<file path="src/rtl/ifu_fetch_pkg.sv">
// Shared pipeline definitions for the fetch stage: memory map defaults,
// the NOP word, fetch FSM state encoding and the F/D pipeline register layout.
package ifu_fetch_pkg;

    localparam logic [31:0] DEF_PC_RESET = 32'h0000_3000;
    localparam int unsigned DEF_IM_DEPTH = 4096;
    localparam int unsigned XLEN         = 32;

    localparam logic [XLEN-1:0] NOP_WORD = 32'h0000_0000;

    // Fetch FSM states {RUN, HALT}
    typedef logic [0:0] fetch_state_t;
    localparam fetch_state_t ST_RUN  = 1'b0;
    localparam fetch_state_t ST_HALT = 1'b1;

    // F/D pipeline register payload
    typedef struct packed {
        logic [XLEN-1:0] instr;
        logic [XLEN-1:0] pc;
        logic [XLEN-1:0] pc8;
        logic            valid;
        logic            exc;
    } fd_reg_t;

endpackage

</file>
<file path="src/rtl/ifu_fetch_addr_check.sv">
// Combinational fetch/data address check.
// Ports: pc (address under test), err (misaligned or outside
// [PC_RESET, PC_RESET + 4*IM_DEPTH)). All arithmetic is 32-bit unsigned.
module fetch_addr_check
    import ifu_fetch_pkg::*;
#(
    parameter logic [31:0] PC_RESET = DEF_PC_RESET,
    parameter int unsigned IM_DEPTH = DEF_IM_DEPTH
) (
    input  logic [31:0] pc,
    output logic        err
);

    localparam logic [31:0] SPAN = 32'(IM_DEPTH * 4);

    logic [31:0] offset;

    // Offset from the memory base; only meaningful when pc >= PC_RESET
    always_comb begin
        offset = pc - PC_RESET;
        err    = (pc[1:0] != 2'b00) || (pc < PC_RESET) || (offset >= SPAN);
    end

endmodule

</file>
<file path="src/rtl/ifu_fetch.sv">
// Instruction-fetch unit: owns the PC, drives im_addr into the combinational
// instruction memory and registers the returned word into the F/D register.
// Handles decode stall, branch/jump redirect (delay slot kept) and traps
// fetches from bad addresses by halting until a redirect arrives.
// Ports:
//   clk, reset         clock, async active-high reset
//   stall              freeze PC, F/D and state
//   redirect_valid/pc  taken branch/jump target from decode
//   im_addr/im_rdata   instruction memory request/response
//   d_instr, d_pc, d_pc8, d_valid, d_exc   F/D register to decode
module ifu_fetch
    import ifu_fetch_pkg::*;
#(
    parameter logic [31:0] PC_RESET = DEF_PC_RESET,
    parameter int unsigned IM_DEPTH = DEF_IM_DEPTH
) (
    input  logic        clk,
    input  logic        reset,
    input  logic        stall,
    input  logic        redirect_valid,
    input  logic [31:0] redirect_pc,
    output logic [31:0] im_addr,
    input  logic [31:0] im_rdata,
    output logic [31:0] d_instr,
    output logic [31:0] d_pc,
    output logic [31:0] d_pc8,
    output logic        d_valid,
    output logic        d_exc
);

    fetch_state_t state_q, state_d;
    logic [31:0]  pc_q, pc_d;
    fd_reg_t      fd_q, fd_d;
    logic         pc_err;
    logic [31:0]  pc_plus4;
    logic [31:0]  pc_plus8;

    fetch_addr_check #(
        .PC_RESET (PC_RESET),
        .IM_DEPTH (IM_DEPTH)
    ) u_check (
        .pc  (pc_q),
        .err (pc_err)
    );

    // Wrapping increments; a wrapped PC then fails the range check
    assign pc_plus4 = pc_q + 32'd4;
    assign pc_plus8 = pc_q + 32'd8;

    // State, PC and F/D registers
    always_ff @(posedge clk or posedge reset) begin
        if (reset) begin
            state_q <= ST_RUN;
            pc_q    <= PC_RESET;
            fd_q    <= '0;
        end else begin
            state_q <= state_d;
            pc_q    <= pc_d;
            fd_q    <= fd_d;
        end
    end

    // Next-state logic; a stall holds everything and ignores redirect
    always_comb begin
        state_d = state_q;
        pc_d    = pc_q;
        fd_d    = fd_q;
        if (!stall) begin
            case (state_q)
                ST_RUN: begin
                    fd_d.instr = pc_err ? NOP_WORD : im_rdata;
                    fd_d.pc    = pc_q;
                    fd_d.pc8   = pc_plus8;
                    fd_d.valid = 1'b1;
                    fd_d.exc   = pc_err;
                    // Redirect wins over a trap: the exc entry is still sent
                    if (redirect_valid) begin
                        pc_d = redirect_pc;
                    end else if (pc_err) begin
                        state_d = ST_HALT;
                    end else begin
                        pc_d = pc_plus4;
                    end
                end
                ST_HALT: begin
                    fd_d.instr = NOP_WORD;
                    fd_d.pc    = pc_q;
                    fd_d.pc8   = pc_plus8;
                    fd_d.valid = 1'b0;
                    fd_d.exc   = 1'b0;
                    if (redirect_valid) begin
                        pc_d    = redirect_pc;
                        state_d = ST_RUN;
                    end
                end
                default: begin
                    state_d = ST_RUN;
                end
            endcase
        end
    end

    assign im_addr = pc_q;
    assign d_instr = fd_q.instr;
    assign d_pc    = fd_q.pc;
    assign d_pc8   = fd_q.pc8;
    assign d_valid = fd_q.valid;
    assign d_exc   = fd_q.exc;

endmodule

</file>
<file path="config.mk">
export PLATFORM = sky130hd
export DESIGN_NAME = ifu_fetch
export DESIGN_NICKNAME = d
export VERILOG_FILES = /design/src/rtl/ifu_fetch_pkg.sv /design/src/rtl/ifu_fetch_addr_check.sv /design/src/rtl/ifu_fetch.sv
export SDC_FILE = /design/constraint.sdc
export NUM_CORES = 1
export LEC_CHECK = 0
export CORE_MARGIN = 1
export CORE_UTILIZATION = 42
export DETAILED_ROUTE_END_ITERATION = 8
export GPL_TIMING_DRIVEN = 0
export PLACE_DENSITY = 0.78
export SKIP_LAST_GASP = 1
export SYNTH_ARGS = -nofsm -noshare
export SYNTH_HDL_FRONTEND = slang
export SYNTH_SLANG_ARGS = --single-unit
</file>
<file path="constraint.sdc">
create_clock -name clk -period 4.5 [get_ports clk]
set_input_delay 0.45 -clock clk [delete_from_list [all_inputs] [get_ports clk]]
set_output_delay 0.45 -clock clk [all_outputs]
set_load 0.01 [all_outputs]
</file>
-- Yosys cells after proc, flatten, opt, wreduce, memory -nomap -nowiden
Index checks and enable logic that the tools add are counted.
- bits in registers: 131
- input bits: 68
- logic and storage cells: 30
- multiplexer cells: 10
- equality and inequality tests: 2
- $lt $le $gt $ge: 2
- reduce and logical (&&, ||, !) cells: 4
- add/sub/neg operators: 3
- bitwise operators: 2
- operators by type and width (kind ; number):
    $pmux 98 s2 ; 1
    $mux 32 ; 4
    $pmux 32 s2 ; 1
    $add 32x3->32 const B ; 1
    $add 32x4->32 const B ; 1
    $ge 32x15->1 const B ; 1
    $lt 32x14->1 const B ; 1
    $sub 32x14->32 const B ; 1
    $mux 1 ; 3
    $ne 3x3->1 const B ; 1
    $reduce_and 3->1 ; 1
    $logic_or 1x1->1 ; 2
    $ne 2x2->1 const B ; 1
    $not 1->1 ; 2
    $pmux 1 s2 ; 1
    $reduce_bool 2->1 ; 1

-- Logic depth before layout (Yosys ltp)
- depth after elaboration: 6
- mapped depth: 7

-- Cells and area by module
Synthesis repeated with hierarchy kept, for this count alone.
- cells, all modules: 605
- area, all modules: 6281.0 µm²
- modules (own cells, without submodules) (module ; cells an instance ; instances ; area each (µm²)):
    ifu_fetch ; 596 ; 1 ; 6226.0
    fetch_addr_check ; 9 ; 1 ; 55.1

-- Worst setup path after synthesis
OpenSTA, ideal clock, no wires.
- path kind: reg-to-reg
- start: register pc_q[3] (netlist: im_addr[3])
- end: register pc_q[31] (netlist: im_addr[31])
- buffers on the path: 1
- arrival time: 1924 ps
- cell stages (with the launch flop): 8
- path slack: 2452 ps
- clock period less this slack: 2048 ps
- cells stage by stage: dfrtp_1 ha_1 buf_2 nand4_2 or3_4 nor4_4 a21oi_1 a211o_1
- cells in the longest elaborated chain, start to end: 5
- elaborated cells between the ends (all ways): 11
- ends and longest elaborated chain (item ; line ; source):
    start: declaration ; ifu_fetch.sv:32 ; logic [31:0] pc_q, pc_d;
    start signal: assignment ; ifu_fetch.sv:58 ; pc_q <= pc_d;
    $sub 32x14->32 or $lt 32x14->1 (tied branches) ; ifu_fetch_addr_check.sv:20, ifu_fetch_addr_check.sv:21 ;
    $ge 32x15->1 or $logic_or 1x1->1 (tied branches) ; ifu_fetch_addr_check.sv:21 ; err = (pc[1:0] != 2'b00) || (pc < PC_RESET) || (offset >= SPAN);
    $logic_or 1x1->1 ; ifu_fetch_addr_check.sv:21 ;
    $ne 3x3->1 (no source line) ; - ;
    $reduce_and 3->1 (no source line) ; - ;
Several ways; a longest one is shown, not always the timed one. The select of a mux whose other input is x is not followed.
A chain may end at the register's enable or synchronous reset.

-- Worst setup path after layout
- start: register pc_q[3] (netlist: im_addr[3])
- end: register fd_q, in the netlist d_pc8[27]
- cells in the longest elaborated chain, start to end: 2
- ends and longest elaborated chain (item ; line ; source):
    $add 32x4->32 ; ifu_fetch.sv:48 ; assign pc_plus8 = pc_q + 32'd8;
    $pmux 98 s2 ; ifu_fetch.sv:69 ; case (state_q)
    end signal: assignment ; ifu_fetch.sv:55 ; fd_q <= '0;
    end signal: assignment ; ifu_fetch.sv:59 ; fd_q <= fd_d;
    end: declaration ; ifu_fetch.sv:33 ; fd_reg_t fd_q, fd_d;
Every way passes these cells. The select of a mux whose other input is x is not followed.

==> results.tsv <==
stage	metric	value	unit
status	run status	complete, no violations	
final_layout	Area Growth Syn to Fin	47.4	%
worst_setup_path	CP Max Fanout	8	
routing	uppermost layer routed	met4	
routing	vias	5502	
worst_setup_path	CP Capture Type	flip-flop	
routing	WL met3	1520	um
clock_network	CTS Sinks	128	
die	row count	43	
routing	DRT iter0 DRCs	331	
global_routing	first-pass GRT wire length	30600	um
worst_setup_path	critical path arrival	2.88	ns
pwr	PwrDens	432	nW/um^2
sta	Setup Viol. Count Final	0	
sta	RSZ-0062 raised after global routing	false	
global_routing	initial antenna violation count	0	
yosys	Post-synth EDFFs	0	
yosys	register bit total from synthesis	128	
pwr	Clk network pwr share	36.7	%
final_layout	Design Area, Final	8730	sq um
die	core area	13800	sq um
pwr	Sw Share	29.0	%
worst_setup_path	crit path kind	reg -> reg	
sta	max-slew violation count	0	
routing	met2 WL	9290	um
sta	Worst Max-Slew Pin Slew	1.17	ns
pwr	Leak	3.61	nW
pwr	logic gate share of total power	25.4	%
yosys	most used flip-flop cell after synthesis	dfrtp_1	
sta	Final Hold Viols	0	
clock_network	CTS Buf Count	17	
final_layout	commonest non-fill, non-tap cells in the layout	clkdlybuf4s50_1, dfrtp_1, nand2_1	
sta	maximum clock frequency	389	MHz
die	IO Pins	198	
placement	IO Port Bufs	196	
worst_setup_path	CP required	4.81	ns
yosys	syn nets	639	
die	die width	121	um
sta	Tcrit/Tclk final	57.2	%
routing	routed len/inst	20.0	um
global_routing	vias in the first global route	5677	
routing	DRC viols	0	
final_layout	Nets	855	
sta	minimum clock period	2.57	ns
pwr	Peak VDD IR	0.229	mV
clock_network	Post-CTS Setup Bufs	0	
global_routing	Remaining Overflow, GRT	0	
yosys	Synthesis Warnings	0	
clock_network	CTS tree	yes	
final_layout	ant diodes	0	
clock_network	clock root buffer	clkbuf_16	
global_routing	gr usage total	27.8	%
die	Initial Util	42.8	%
final_layout	leading cell type in the layout, fill and taps excluded	clkdlybuf4s50_1	
clock_network	Max Root-Sink Buffers	2	
clock_network	CTS HTree Levels	4	
routing	DR pass1 iterations	4	
die	die area	14600	sq um
yosys	synthesized netlist cell count	568	
placement	pre-CTS setup slack	1.63	ns
sta	setup ws final	1.93	ns
placement	RePlAce Congestion	0.877	
clock_network	hold_buf cts	0	
job	max-cap viol count	0	
placement	dpl cell area	8140	sq um
clock_network	clock-pin slew of the registers on the worst-case setup and hold paths	0.06	ns
clock_network	cts repair resizes	0	
clock_network	latest clock arrival within the worst-skew pair	0.43	ns
yosys	post-synth cell types	54	
sta	Setup Skew	0.0137	ns
die	Die Height	121	um
placement	post-DP HPWL	14100	um
global_routing	largest net degree at the start of global routing	77	
sta	relative slew slack	21.4	%
yosys	Synth Cell Area	5920	sq um
pwr	NetSw	1.09	mW
routing	Metal-1 WL	8300	um
pwr	sequential fraction of design power	37.9	%
routing	Vias/cell	5.64	
worst_setup_path	type of origin of the critical path	flip-flop	
pwr	PnR Total Power	3.77	mW
yosys	Seq/Total Area, Yosys	54.1	%
final_layout	layout cells sized above 1	11.8	%
pwr	internal power	2.67	mW
routing	Routed WL	19500	um
yosys	Avg Synthesized Cell Area	10.4	sq um
routing	post-route ant nets	0	
yosys	FFs w/ async S/R, synth	100	%
min_path	Hold/Removal Path Class	in -> async	
## state kept, by name (all words and copies together) (netlist names)
| name | cells |
|---|---|
| im_addr | 32 |
| d_instr | 32 |
| d_pc8 | 29 |
| d_valid | 1 |
| state_q | 1 |
| d_pc | 32 |
| d_exc | 1 |
## kinds of logic after synthesis
group / share of synthesized area, %
and+or+nand+nor: 13.7
AOI/OAI and AO/OA: 17.3
DFF: 54.1
buffers and inverters: 5.26
xor gates and xnor gates: 3.99
muxes: 4.95
adders and majority gates: 0.634
## synth_stat cells (14+ instances only)
cell / count / share of area (%)
inv_1: 14 / 0.89
dfrtp_1: 126 / 53
a21oi_1: 18 / 1.5
xor2_1: 15 / 2.2
nand4_1: 14 / 1.5
nand2_1: 66 / 4.2
clkbuf_1: 25 / 1.6
nand3_1: 18 / 1.5
o21ai_0: 45 / 3.8
buf_2: 15 / 1.3
mux2_2: 26 / 4.9
nor2_1: 30 / 1.9
a22o_1: 32 / 4.7
o22ai_1: 16 / 1.7
## routing by layer
metal | up-vias | GRT usage, %
li1 | 2468 | -
met1 | 2723 | 35.6
met2 | 275 | 45.3
met3 | 36 | 7.08
met4 | 0 | 10.6
met5 | - | 0
## power by group through the flow
stage	clock network [mW]	registers [mW]	logic, mW
2_1_floorplan	0	1.49	0.385
3_3_place_gp	0	1.44	0.943
3_5_place_dp	0	1.45	0.956
4_1_cts	1.40	1.43	0.962
5_1_grt	1.46	1.45	1.04
6_report	1.38	1.43	0.958
## stage by stage
stage / cells / util [%] / hold slack [ns] / TNS (ns)
after global routing: 976 / 63.1 / 0.502 / 0
final: 976 / 63.1 / 0.442 / 0
after floorplan: 568 / - / 0.488 / 0
after global placement: 944 / 58.6 / 0.466 / -132.86
after CTS: 976 / 63.1 / 0.468 / 0
after detailed placement: 945 / 58.9 / 0.478 / 0
## cell type report
type,instances,area [sq um]
plain buffers,52,255
inverters,15,61.3
clock inverters,11,140
well taps,180,225
multi-input cells,373,2400
clock buffers,20,447
repair buffers,197,1990
fillers,1095,5100
flip-flops and latches,128,3210
## critical path, stage by stage (launching register included)
cell and delay (ns):
dfrtp_1 0.49, ha_1 0.18, buf_2 0.19, nand4_2 0.27
nor3_1 0.65, nand4_1 0.22, xnor2_1 0.17, mux2_2 0.26
## path summary, 6_finish.rpt
path | cells after the start | slack, ns | from | end
setup / recovery | 7 | 1.93 | im_addr[3] | d_pc8[27]
hold / removal | 2 | 0.44 | reset | d_instr[2]
setup reg to reg | 7 | 1.93 | im_addr[3] | d_pc8[27]
hold reg to reg | 1 | 0.49 | d_valid | d_valid
max in group asynchronous | 3 | 3.30 | reset | im_addr[13]
min in group clk | 1 | 0.49 | d_valid | d_valid
Note: power is estimated with default switching activity, not from simulation.
==> edit, RTL diff (same flow settings) <==
Make the reset (`reset`) synchronous in one clocked block. Comments in the files are not updated.
--- a/src/rtl/ifu_fetch.sv
+++ b/src/rtl/ifu_fetch.sv
@@ -49,5 +49,5 @@
 
     // State, PC and F/D registers
-    always_ff @(posedge clk or posedge reset) begin
+    always_ff @(posedge clk) begin
         if (reset) begin
             state_q <= ST_RUN;
Function: differs if reset is asserted again (counterexample within 4 cycles, from zero or initial values and one cycle with reset high); with reset held inactive, the same outputs for 4 cycles.
==> edit against the unedited design <==
Setup slack worse by 0.086 ns; total power decreased by 14%; routed wire length is 3.0% higher; cell area decreased by 0.46%; synthesized area fell by 0.93%; clock skew shrank 0.0016 ns; critical path depth did not move; sequential cell count unchanged; die area fell by 0.92%; sequential share of layout area fell by 7.2 points; critical path type unchanged; critical endpoint is now d_instr[5]$_SDFFE_PP0N_.
==> edit: results (changes against the unedited design) <==
clock_network:
  clk_latency_ns: 0.42
  cts-buffers-inserted: 17  # unchanged
routing:
  detail_route.wl_per_cell_um: 18.5  # was 20.0 um
  routed-wl-met2_mm: 9.10  # was 9.29 mm
  length_of_routed_wiring_on_met1_mm: 8.20  # was 8.30 mm
  detailedRoute.firstIterationViolations: 513  # was 331
  routed-via-count: 6017  # was 5502
  met3_wirelength_mm: 2.29  # was 1.52 mm
status:
  status: "finished, final reports clean"  # unchanged
synthesis:
  netlist-cell-type-count: 63  # was 54
  synth-seq-area-share: 0.437  # was 0.541
  synth.net_count: 754  # was 639
  postSynth.topFlopCell: "dfxtp_1"  # was dfrtp_1
  synthArstFlopShare: 0  # was 1.00
  yosysWarnings: 0  # unchanged
  ys_top_cells_by_area: "dfxtp_1 44%, mux2i_1 7.2%, nor2_1 7.1%"  # was dfrtp_1 53%, mux2_2 4.9%, a22o_1 4.7%
  synthTopCellsByCount: "128 x dfxtp_1, 111 x nor2_1, 44 x nand2_1"  # was 126 x dfrtp_1, 66 x nand2_1, 45 x o21ai_0
placed_design:
  gp_congestion: 0.933  # was 0.877
  detailed_place.area_um2: 8050  # was 8140 um^2
  post-dp-hpwl_mm: 14.6  # was 14.1 mm
min_path:
  timing.hold.worst_path_depth: 2
  min-delay-path-class: "reg2reg"  # was in2async
  worstHoldEndpoint: "d_valid$_SDFFE_PP0N_"
grt:
  vias_in_the_first_global_route: 5782  # was 5677
  grtUsageMet2: 0.434  # was 0.453
  grt_max_degree: 17  # was 77
  gr-usage-met1: 0.356  # about the same
  grt_util_met3: 0.101  # was 0.0708
  grt_first_pass_wirelength_mm: 31.0  # was 30.6 mm
sta:
  timing.hold.ws_ns: 0.474  # was 0.442 ns
  slew_headroom: 0.378  # was 0.214
  worst_skew_ns: 0.0121  # was 0.0137 ns
power:
  vdd_ir_drop_max_mv: 0.255  # was 0.229 mV
  power.switching_fraction: 0.262  # was 0.290
  p_leak_nw: 3.28  # was 3.61 nW
worst_setup_path:
  r2r_slack_ns: 1.84  # was 1.93 ns
  worst-endpoint-arrival_ns: 3.01  # was 2.88 ns
  path_max_fanout: 10  # was 8
  timing.critical_path.to: "d_instr[5]$_SDFFE_PP0N_"  # was d_pc8[27]$_DFFE_PP0N_
finish:
  num-nets-final: 969  # was 855
  n_fill_cell: 1147  # was 1095
  drive_gt1_frac: 0.0812  # was 0.118
edit: area by class of cell:
type / instances / area share
well taps: 176 / 0.0253
clock inverters: 13 / 0.0215
repair buffers: 196 / 0.226
plain buffers: 69 / 0.0402
multi-input cells: 466 / 0.331
flip-flops and latches: 128 / 0.295
clock buffers: 19 / 0.0521
inverters: 20 / 0.00864
edit: stage by stage:
stage | worst slack, ns | util | total power [mW] | std cells
floorplan | 2.43 | - | 1.52 | 683
global placement | 1.57 | 0.598 | 1.78 | 1055
detailed placement | 1.58 | 0.598 | 1.79 | 1055
CTS | 1.97 | 0.646 | 3.27 | 1087
global route | 1.69 | 0.646 | 3.37 | 1087
finish | 1.84 | 0.646 | 3.26 | 1087
edit: critical path, stage by stage (launching register included):
cell and delay [ns]:
dfxtp_1 0.32, clkbuf_1 0.21, nor4_1 0.34, nand3_1 0.30, nor3_2 0.84, buf_2 0.36
a22oi_1 0.09, nor2_1 0.12
edit: cell families (layout without fill, tap and decap cells):
kind of cell	Yosys count	count (layout)	share of synthesized area
AO/OA/AOI/OAI	138	138	0.161
XOR/XNOR	25	25	0.0373
adder cells (fa/ha/maj)	3	3	0.00640
buffers and inverters	89	317	0.0723
flip-flops	128	128	0.437
multiplexers	42	42	0.0717
AND/OR/NAND/NOR	258	258	0.214
edit: power by group through the flow:
stage	combinational, mW	clock (mW)	sequential [mW]
finish	0.534	1.49	1.24
global route	0.575	1.55	1.24
CTS	0.530	1.50	1.24
detailed placement	0.527	0	1.26
global placement	0.523	0	1.26
floorplan	0.245	0	1.28
